==> config.mk <==
export PLATFORM = sky130hd
export DESIGN_NAME = ddr_lane_dm_tx_seq
export DESIGN_NICKNAME = d
export VERILOG_FILES = /design/src/rtl/ddr_lane_dm_tx_seq.sv
export SDC_FILE = /design/constraint.sdc
export NUM_CORES = 1
export LEC_CHECK = 0
export CAP_MARGIN = 30
export CORE_MARGIN = 3
export CORE_UTILIZATION = 58
export CTS_CLUSTER_SIZE = 40
export DETAILED_ROUTE_END_ITERATION = 6
export PLACE_DENSITY = 0.79
export SYNTH_ARGS = -nofsm -noshare
export SYNTH_HDL_FRONTEND = slang
export SYNTH_SLANG_ARGS = --single-unit
export TNS_END_PERCENT = 5
==> constraint.sdc <==
create_clock -name fab_clk -period 4.1 [get_ports fab_clk]
set_clock_uncertainty 0.2 [all_clocks]
set_input_delay 0.615 -clock fab_clk [delete_from_list [all_inputs] [get_ports fab_clk]]
set_output_delay 0.615 -clock fab_clk [all_outputs]
set_load 0.05 [all_outputs]
==> src/rtl/ddr_lane_dm_tx_seq.sv <==
// ddr_lane_dm_tx_seq
//   Write-side sequencer for the DDR4 PHY DM lanes.
//   - Write pipe: delays fabric write beats by the write latency and emits per-lane
//     1:8 serialiser data plus a 4-bit output enable with preamble/postamble shaping.
//   - Delay FSM: steps or loads one lane's output delay line, tracks every lane's
//     tap and aborts before a step would leave the legal tap range.
// Ports
//   fab_clk, arst_n          clock (rising edge), asynchronous active-low reset
//   wr_valid, wr_dm, wr_lat  write beat strobe, per-lane DM bits, write latency
//   tx_data, oe_data, odt_en per-lane serialiser data, per-lane OE, ODT enable
//   dly_req/load/lane/dir/steps  delay operation request and its arguments
//   dly_busy, dly_done, dly_err  operation status (err sticky until next accept)
//   delay_line_move/direction/load/out_of_range  per-lane delay line interface
//   tap_pos                  tracked tap per lane, lane l at [TAP_W*l +: TAP_W]
//
// Delay FSM states
//   state   | meaning
//   S_IDLE  | waiting for a request
//   S_LOAD  | load pulse on addressed lane, tap restored to TAP_INIT
//   S_SETUP | direction driven one cycle ahead of the first move
//   S_MOVE  | one-cycle move pulse, tap tracked +/-1
//   S_GAP   | GAP_CYC settle cycles between moves, range flag watched
//   S_DONE  | one-cycle done pulse; a new request may be accepted here
module ddr_lane_dm_tx_seq #(
  parameter int NUM_LANES = 2,
  parameter int TAP_W     = 7,
  parameter int TAP_MAX   = 127,
  parameter int TAP_INIT  = 1,
  parameter int WL_MAX    = 15,
  parameter int GAP_CYC   = 3,
  localparam int LANE_W   = (NUM_LANES > 1) ? $clog2(NUM_LANES) : 1
) (
  input  logic                       fab_clk,
  input  logic                       arst_n,
  input  logic                       wr_valid,
  input  logic [8*NUM_LANES-1:0]     wr_dm,
  input  logic [3:0]                 wr_lat,
  output logic [8*NUM_LANES-1:0]     tx_data,
  output logic [4*NUM_LANES-1:0]     oe_data,
  output logic                       odt_en,
  input  logic                       dly_req,
  input  logic                       dly_load,
  input  logic [LANE_W-1:0]          dly_lane,
  input  logic                       dly_dir,
  input  logic [TAP_W-1:0]           dly_steps,
  output logic                       dly_busy,
  output logic                       dly_done,
  output logic                       dly_err,
  output logic [NUM_LANES-1:0]       delay_line_move,
  output logic [NUM_LANES-1:0]       delay_line_direction,
  output logic [NUM_LANES-1:0]       delay_line_load,
  input  logic [NUM_LANES-1:0]       delay_line_out_of_range,
  output logic [TAP_W*NUM_LANES-1:0] tap_pos
);

  localparam int DM_W  = 8 * NUM_LANES;
  localparam int GAP_W = (GAP_CYC > 1) ? $clog2(GAP_CYC) : 1;
  localparam logic [3:0]       WL_CAP     = 4'(WL_MAX);
  localparam logic [TAP_W-1:0] TAP_MAX_V  = TAP_W'(TAP_MAX);
  localparam logic [TAP_W-1:0] TAP_INIT_V = TAP_W'(TAP_INIT);
  localparam logic [GAP_W-1:0] GAP_LOAD   = GAP_W'(GAP_CYC - 1);

  // ---------------- write pipe ----------------
  // stg[k] is the beat that entered k cycles ago; stg[0] is the live input.
  logic [WL_MAX-1:0] pipe_vld;
  logic [DM_W-1:0]   pipe_dm [WL_MAX];
  logic [WL_MAX:0]   stg_vld;
  logic [DM_W-1:0]   stg_dm [WL_MAX+1];
  logic [3:0]        wl_q, wl_new;
  logic              cur_vld, nxt_vld, tx_vld_q, pre_now;
  logic [3:0]        oe_q, oe_lane;

  assign wl_new = (wr_lat > WL_CAP) ? WL_CAP : wr_lat;

  always_comb begin
    stg_vld[0] = wr_valid;
    stg_dm[0]  = wr_dm;
    for (int k = 1; k <= WL_MAX; k++) begin
      stg_vld[k] = pipe_vld[k-1];
      stg_dm[k]  = pipe_dm[k-1];
    end
  end

  assign cur_vld = stg_vld[wl_q];
  // lookahead one stage younger: that beat reaches the output one cycle later
  assign nxt_vld = (wl_q != 4'd0) && stg_vld[wl_q - 4'd1];

  always_ff @(posedge fab_clk or negedge arst_n) begin
    if (!arst_n) begin
      pipe_vld <= '0;
      for (int k = 0; k < WL_MAX; k++) pipe_dm[k] <= '0;
      wl_q     <= '0;
      tx_vld_q <= 1'b0;
      tx_data  <= '0;
      oe_q     <= '0;
    end else begin
      pipe_vld <= stg_vld[WL_MAX-1:0];
      for (int k = 0; k < WL_MAX; k++) pipe_dm[k] <= stg_dm[k];
      // latency only changes while nothing is in flight, so no beat is lost or doubled
      if (pipe_vld == '0 && !wr_valid) wl_q <= wl_new;
      tx_vld_q <= cur_vld;
      tx_data  <= cur_vld ? stg_dm[wl_q] : '0;
      oe_q     <= cur_vld ? 4'b1111 : {nxt_vld, 2'b00, tx_vld_q};
    end
  end

  // At zero latency the preamble cycle is the cycle the beat is presented, so it
  // cannot come from a register; it is taken straight from the input strobe.
  assign pre_now = (wl_q == 4'd0) && wr_valid;
  assign oe_lane = oe_q | {pre_now, 3'b000};
  assign oe_data = {NUM_LANES{oe_lane}};
  assign odt_en  = |oe_lane;

  // ---------------- delay FSM ----------------
  typedef enum logic [2:0] {S_IDLE, S_LOAD, S_SETUP, S_MOVE, S_GAP, S_DONE} state_t;
  state_t state_q, state_d;

  logic [LANE_W-1:0]    lane_q;
  logic                 dir_q, err_q, accept, abort, can_move, gap_tc;
  logic [NUM_LANES-1:0] dir_line_q;
  logic [TAP_W-1:0]     steps_q, tap_cur;
  logic [GAP_W-1:0]     gap_q;
  logic [TAP_W-1:0]     tap_q [NUM_LANES];

  assign accept   = dly_req && (state_q == S_IDLE || state_q == S_DONE);
  assign tap_cur  = tap_q[lane_q];
  assign can_move = dir_q ? (tap_cur != TAP_MAX_V) : (tap_cur != '0);
  assign gap_tc   = (gap_q == '0);

  always_ff @(posedge fab_clk or negedge arst_n) begin
    if (!arst_n) state_q <= S_IDLE;
    else         state_q <= state_d;
  end

  always_comb begin
    state_d = state_q;
    abort   = 1'b0;
    case (state_q)
      S_IDLE, S_DONE: begin
        state_d = S_IDLE;
        if (dly_req) begin
          if (dly_load)              state_d = S_LOAD;
          else if (dly_steps == '0)  state_d = S_DONE;
          else                       state_d = S_SETUP;
        end
      end
      S_LOAD:  state_d = S_DONE;
      S_SETUP: begin
        if (can_move) state_d = S_MOVE;
        else begin state_d = S_DONE; abort = 1'b1; end
      end
      S_MOVE:  state_d = S_GAP;
      S_GAP: begin
        if (delay_line_out_of_range[lane_q]) begin
          state_d = S_DONE; abort = 1'b1;
        end else if (gap_tc) begin
          if (steps_q == '0)  state_d = S_DONE;
          else if (can_move)  state_d = S_MOVE;
          else begin state_d = S_DONE; abort = 1'b1; end
        end
      end
      default: state_d = S_IDLE;
    endcase
  end

  always_comb begin
    dly_busy        = 1'b0;
    dly_done        = 1'b0;
    delay_line_move = '0;
    delay_line_load = '0;
    case (state_q)
      S_LOAD:         begin dly_busy = 1'b1; delay_line_load[lane_q] = 1'b1; end
      S_SETUP, S_GAP: dly_busy = 1'b1;
      S_MOVE:         begin dly_busy = 1'b1; delay_line_move[lane_q] = 1'b1; end
      S_DONE:         dly_done = 1'b1;
      default:        ;
    endcase
  end

  always_ff @(posedge fab_clk or negedge arst_n) begin
    if (!arst_n) begin
      lane_q     <= '0;
      dir_q      <= 1'b0;
      dir_line_q <= '0;
      steps_q    <= '0;
      gap_q      <= '0;
      err_q      <= 1'b0;
      for (int l = 0; l < NUM_LANES; l++) tap_q[l] <= TAP_INIT_V;
    end else begin
      if (accept) begin
        lane_q  <= dly_lane;
        dir_q   <= dly_dir;
        steps_q <= dly_steps;
        err_q   <= 1'b0;
        if (!dly_load && dly_steps != '0) dir_line_q[dly_lane] <= dly_dir;
      end
      if (abort) err_q <= 1'b1;
      if (state_q == S_MOVE) begin
        tap_q[lane_q] <= dir_q ? tap_cur + TAP_W'(1) : tap_cur - TAP_W'(1);
        steps_q       <= steps_q - TAP_W'(1);
        gap_q         <= GAP_LOAD;
      end else if (state_q == S_GAP && !gap_tc) begin
        gap_q <= gap_q - GAP_W'(1);
      end
      if (state_q == S_LOAD) tap_q[lane_q] <= TAP_INIT_V;
    end
  end

  assign dly_err              = err_q;
  assign delay_line_direction = dir_line_q;

  always_comb begin
    tap_pos = '0;
    for (int l = 0; l < NUM_LANES; l++) tap_pos[l*TAP_W +: TAP_W] = tap_q[l];
  end

endmodule
======== Yosys cells after proc, flatten, opt, wreduce, memory -nomap -nowiden ========
Index checks and enable logic that the tools add are counted.
Widths: inputs -> output; s select.
cells by class
  $add $sub $neg .......................... 5
  $lt $le $gt $ge ......................... 10
  equal/unequal tests ..................... 7
  mux-type cells .......................... 50
  bitwise gates (word level) .............. 6
  reduce and logical (&&, ||, !) cells .... 29
operators with widths
  kind                 count
  $bmux 16 s4          1
  $mux 7               7
  $mux 16              3
  $mux 14              2
  $mux 3               7
  $logic_not 15->1     1
  $mux 1               15
  $pmux 3 s5           1
  $bwmux 14            1
  $logic_not 7->1      2
  $reduce_bool 7->1    2
  $sub 7x1->7 const B  2
  $and 12x12->12       1
  $not 12->12          1
  $lt 4x5->1 const B   2
  $logic_and 1x1->1    9
  $bmux 1 s4           2
  $mux 2               4
  $mux 4               2
  $reduce_or 4->1      2
  $add 7x1->7 const B  1
  $demux 7 s1          1
  $ne 7x7->1 const B   1
  $eq 3x2->1 const B   2
  other kinds (27)     35
word-level totals
  register bits after elaboration ......... 311
  input bits .............................. 36
  output and inout bits ................... 48
  logic and storage cells ................. 136

======== Depth between registers and ports, before layout ========
  depth after elaboration ................. 12
  mapped depth ............................ 10
  depth with buffers taken out ............ 8

======== Worst setup path before layout ========
OpenSTA, ideal clock, no wires.
  path type ............................... reg2out
  start point ............................. register wl_q[0]
  end point ............................... output port odt_en
  arrival ................................. 2.194 ns
  required time ........................... 3.285 ns
  setup slack ............................. 1.091 ns
  stages on the path, launching flop included .. 8
  path buffers ............................ 3
  cell sequence ........................... dfrtp_1 -> buf_4 -> buf_6 -> buf_4 -> inv_1 -> ha_1 -> a41o_1 -> or3_1
between the ends
  longest elaborated chain between the ends .. 4
ends and longest elaborated chain
  what                    line  RTL
  from (decl)             69    logic [3:0] wl_q, wl_new;
  from (signal assigned)  100   if (pipe_vld == '0 && !wr_valid) wl_q <= wl_new;
  $logic_not 4->1         109   assign pre_now = (wl_q == 4'd0) && wr_valid;
  $logic_and 1x1->1       109
  $or 4x4->4              110   assign oe_lane = oe_q | {pre_now, 3'b000};
  net oe_data[3]          39    output logic [4*NUM_LANES-1:0] oe_data,
  $reduce_or 4->1         112   assign odt_en = |oe_lane;
  to (decl)               40    output logic odt_en,
The timed path passes the listed nets, and every way through them passes these cells.

======== Worst setup path in the final report ========
  start point ............................. register state_q[0]
  end point ............................... output port delay_line_move[1]
between the ends
  longest elaborated chain between the ends .. 2
ends and longest elaborated chain
  what                    line  RTL
  from (decl)             116   state_t state_q, state_d;
  from (signal assigned)  132   else state_q <= state_d;
  $eq 3x2->1              171   case (state_q)
  $mux 2                  171
  to (decl)               49    output logic [NUM_LANES-1:0] delay_line_move,
Every way passes these cells.

==> metrics.yaml <==
critical_path:
  critPathMaxStageDelay_ps: 880
  crit_slowest_cell: "clkdlybuf4s50_1"
  critPathKind: "flip-flop to output port"
  path_delay_family: "simple AND/OR/NAND/NOR gates"
  r2r-start: "lane_q$_DFFE_PN0P_"
  crit_chain: "nor2b_4, nand2_1, nor2_1, clkdlybuf4s50_1"
  crit_required_ps: 3280
  path_max_fanout: 12
  r2r_setup_slack_ps: 940
  cp_num_cells: 4
  crit_end: "delay_line_move[1]"
  crit_buf_inv: 1
  startpoint: "state_q[0]$_DFFE_PN0P_"
  crit_path_end_kind: "output port"
  worst_setup_path_start_kind: "flip-flop"
  arrival_ps: 2840
  r2r.worst_path.cells: 8
layout:
  nNetsFinal: 865
  layout_commonest_cell: "dfrtp_1"
  layout_common_cells: "dfrtp_1 (305), clkdlybuf4s50_1 (81), mux4_2 (72)"
  drive_above_1_share: 0.2021
  antenna_cells: 0
  syn_to_final_growth_pct: 18.60
  final_cell_count_no_fill: 1106
synth:
  yosysSeqAreaShare: 0.6676
  netlist_instances: 734
  ys.warnings.count: 0
  synth_top_cell_area_share: 0.6631
  synth_edf_count: 0
  synth.net_count: 781
  synth.distinct_cells: 59
  synth_top_area_cell: "dfrtp_1"
  synth_flop_cell: "dfrtp_1"
  mappedNetlistArea_mm2: 0.01159
  synth_area_leaders: "dfrtp_1 (66%), mux4_2 (14%), nand2_1 (2.3%)"
  synthArstFlopShare: 1.000
  synth_seq_cells: 309
  syn_area_per_cell_um2: 15.78
cts:
  cts_resized: 0
  post_cts_buffers: 0
  clk_latency_ps: 540
  clk_path_buf_depth: 3
  cts-buffers-inserted: 29
  hold_buffers: 1
  cts_sinks: 309
  h-tree-depth: 1
  cts_tree: "built"
  cts_root_buf: "clkbuf_16"
  clk_pin_slew_worst_paths_ps: 70
sta:
  relSlewSlack: 0.4396
  final_hold_viol_count: 0
  worst_slew_pin_slew_ps: 840.6
  layout_min_cycle_time_ps: 3653
  rsz0062_at_grt: "false"
  fmax_ghz: 0.2737
  period_share: 0.8911
  slew_violations: 0
  setup_viol: 0
  setup_tns_ps: 0
floorplanning:
  die_w_um: 147.3
  io_pins: 84
  core-area_mm2: 0.01953
  die_y_um: 147.3
  die-area_mm2: 0.02171
  row_count: 51
  initial_utilization: 0.5934
placement:
  io_buffer_count: 83
  dp.cells: 1051
  gp_congestion: 0.8867
  dpl.hpwl_um: 13770
power_and_ir_drop:
  pwr_density_cell_mw_per_mm2: 650.2
  p_total_mw: 8.934
  leakage_nw: 5.889
  vdd.ir_drop.worst_uv: 652.4
detailed_routing:
  firstDrtPassIters: 5
  wire_per_inst_um: 20.87
  post-route-drc-count: 0
  vias_per_cell: 5.930
  ant_nets: 0
  drtIter0Drc: 388
  detail_route.wirelength_um: 23080
  vias: 6559
worst_hold_path:
  hold_path_class: "flip-flop to flip-flop"
global_routing:
  grt_util_all_layers: 0.2221
  antenna_found_initial: 0
  grt_pass1_vias: 7277
  grt_pass1_wl_um: 38850
  overflow: 0
  grt_max_degree: 116
outcome:
  status: "complete, no violations"
flow_run:
  max_cap_viol_count: 0
[flip-flops by register name (all words and copies together) (netlist names), 2 cells and up, named ones only]
signal / flops
wl_q: 4
state_q: 3
tx_data: 16
pipe_vld: 15
delay_line_direction: 2
pipe_dm: 240
oe_q: 3
steps_q: 7
gap_q: 2
[worst reg2reg max path, cell delays in order, from the launching register on]
cell	delay, ps
dfrtp_1	700
mux2_2	300
inv_1	60
fa_1	400
nand2b_1	210
a21o_1	200
a311oi_1	400
mux2_2	390
a22o_1	180
[metrics by stage]
| stage | setup WS [ps] | cell area [um^2] | hold slack (ps) | utilization |
|---|---|---|---|---|
| floorplan | 1091 | 11590 | 119.4 | - |
| global placement | 1049 | 12640 | 151.3 | 0.6474 |
| detailed placement | 983.9 | 12640 | 156.8 | 0.6474 |
| CTS | 444.5 | 13740 | 170.5 | 0.7037 |
| global route | 239.8 | 13740 | 175.8 | 0.7037 |
| finish | 446.7 | 13740 | 166.7 | 0.7037 |
[where the power goes]
| part | switching, mW | internal [mW] | total, mW |
|---|---|---|---|
| Sequential | 0.316 | 3.36 | 3.68 |
| Combinational | 1.37 | 0.915 | 2.28 |
| Clock | 1.15 | 1.82 | 2.97 |
[worst min path at each step]
| stage | cells past startpoint | startpoint | end |
|---|---|---|---|
| 2_1_floorplan | 0 | arst_n | asynchronous set/reset pin |
| 3_3_place_gp | 0 | pipe_dm[229]$_DFF_PN0_ | pipe_dm[213]$_DFF_PN0_ |
| 3_5_place_dp | 0 | pipe_dm[63]$_DFF_PN0_ | pipe_dm[47]$_DFF_PN0_ |
| 4_1_cts | 0 | pipe_dm[123]$_DFF_PN0_ | pipe_dm[107]$_DFF_PN0_ |
| 5_1_grt | 0 | pipe_dm[225]$_DFF_PN0_ | pipe_dm[209]$_DFF_PN0_ |
| 6_report | 0 | pipe_dm[29]$_DFF_PN0_ | pipe_dm[13]$_DFF_PN0_ |
[logic make-up after synthesis]
| kind of cell | after synthesis | synth area share |
|---|---|---|
| buf+inv | 57 | 0.02570 |
| mux | 112 | 0.1768 |
| flops | 309 | 0.6676 |
| fa+ha+maj | 11 | 0.01253 |
| simple gates | 169 | 0.07009 |
| xor+xnor | 6 | 0.004536 |
| compound gates | 70 | 0.04276 |
[cell type report]
cell class                      instances  area [um^2]
Multi-Input combinational cell        368         3557
Tap cell                              265        331.6
Clock inverter                         17        252.7
Inverter                               14        52.55
Clock buffer                           37        835.8
Fill cell                            1263         5786
Sequential cell                       309         7740
Timing Repair Buffer                   96        970.9
[cells in the mapped netlist (all sizes together), types with 3 or more instances]
cell / count
dfrtp: 307
mux4: 72
nand2: 71
buf: 26
nor2: 26
nand3: 23
mux2i: 22
mux2: 18
clkbuf: 17
o31ai: 17
inv: 14
o21ai: 14
ha: 10
a21oi: 9
nand2b: 7
nor2b: 7
nor3: 7
nor4: 7
a22o: 6
or3: 4
xnor2: 4
a21o: 3
a22oi: 3
a31oi: 3
or4: 3
[metal layers]
metal | track usage | up-vias | part of all wire
met5 | 0 | - | 0
met4 | 0.06198 | 0 | 0.024
met3 | 0.03701 | 45 | 0.049
met2 | 0.3618 | 194 | 0.50
met1 | 0.3191 | 3494 | 0.42
li1 | - | 2826 | -
Note: power is estimated with default switching activity, not from simulation.
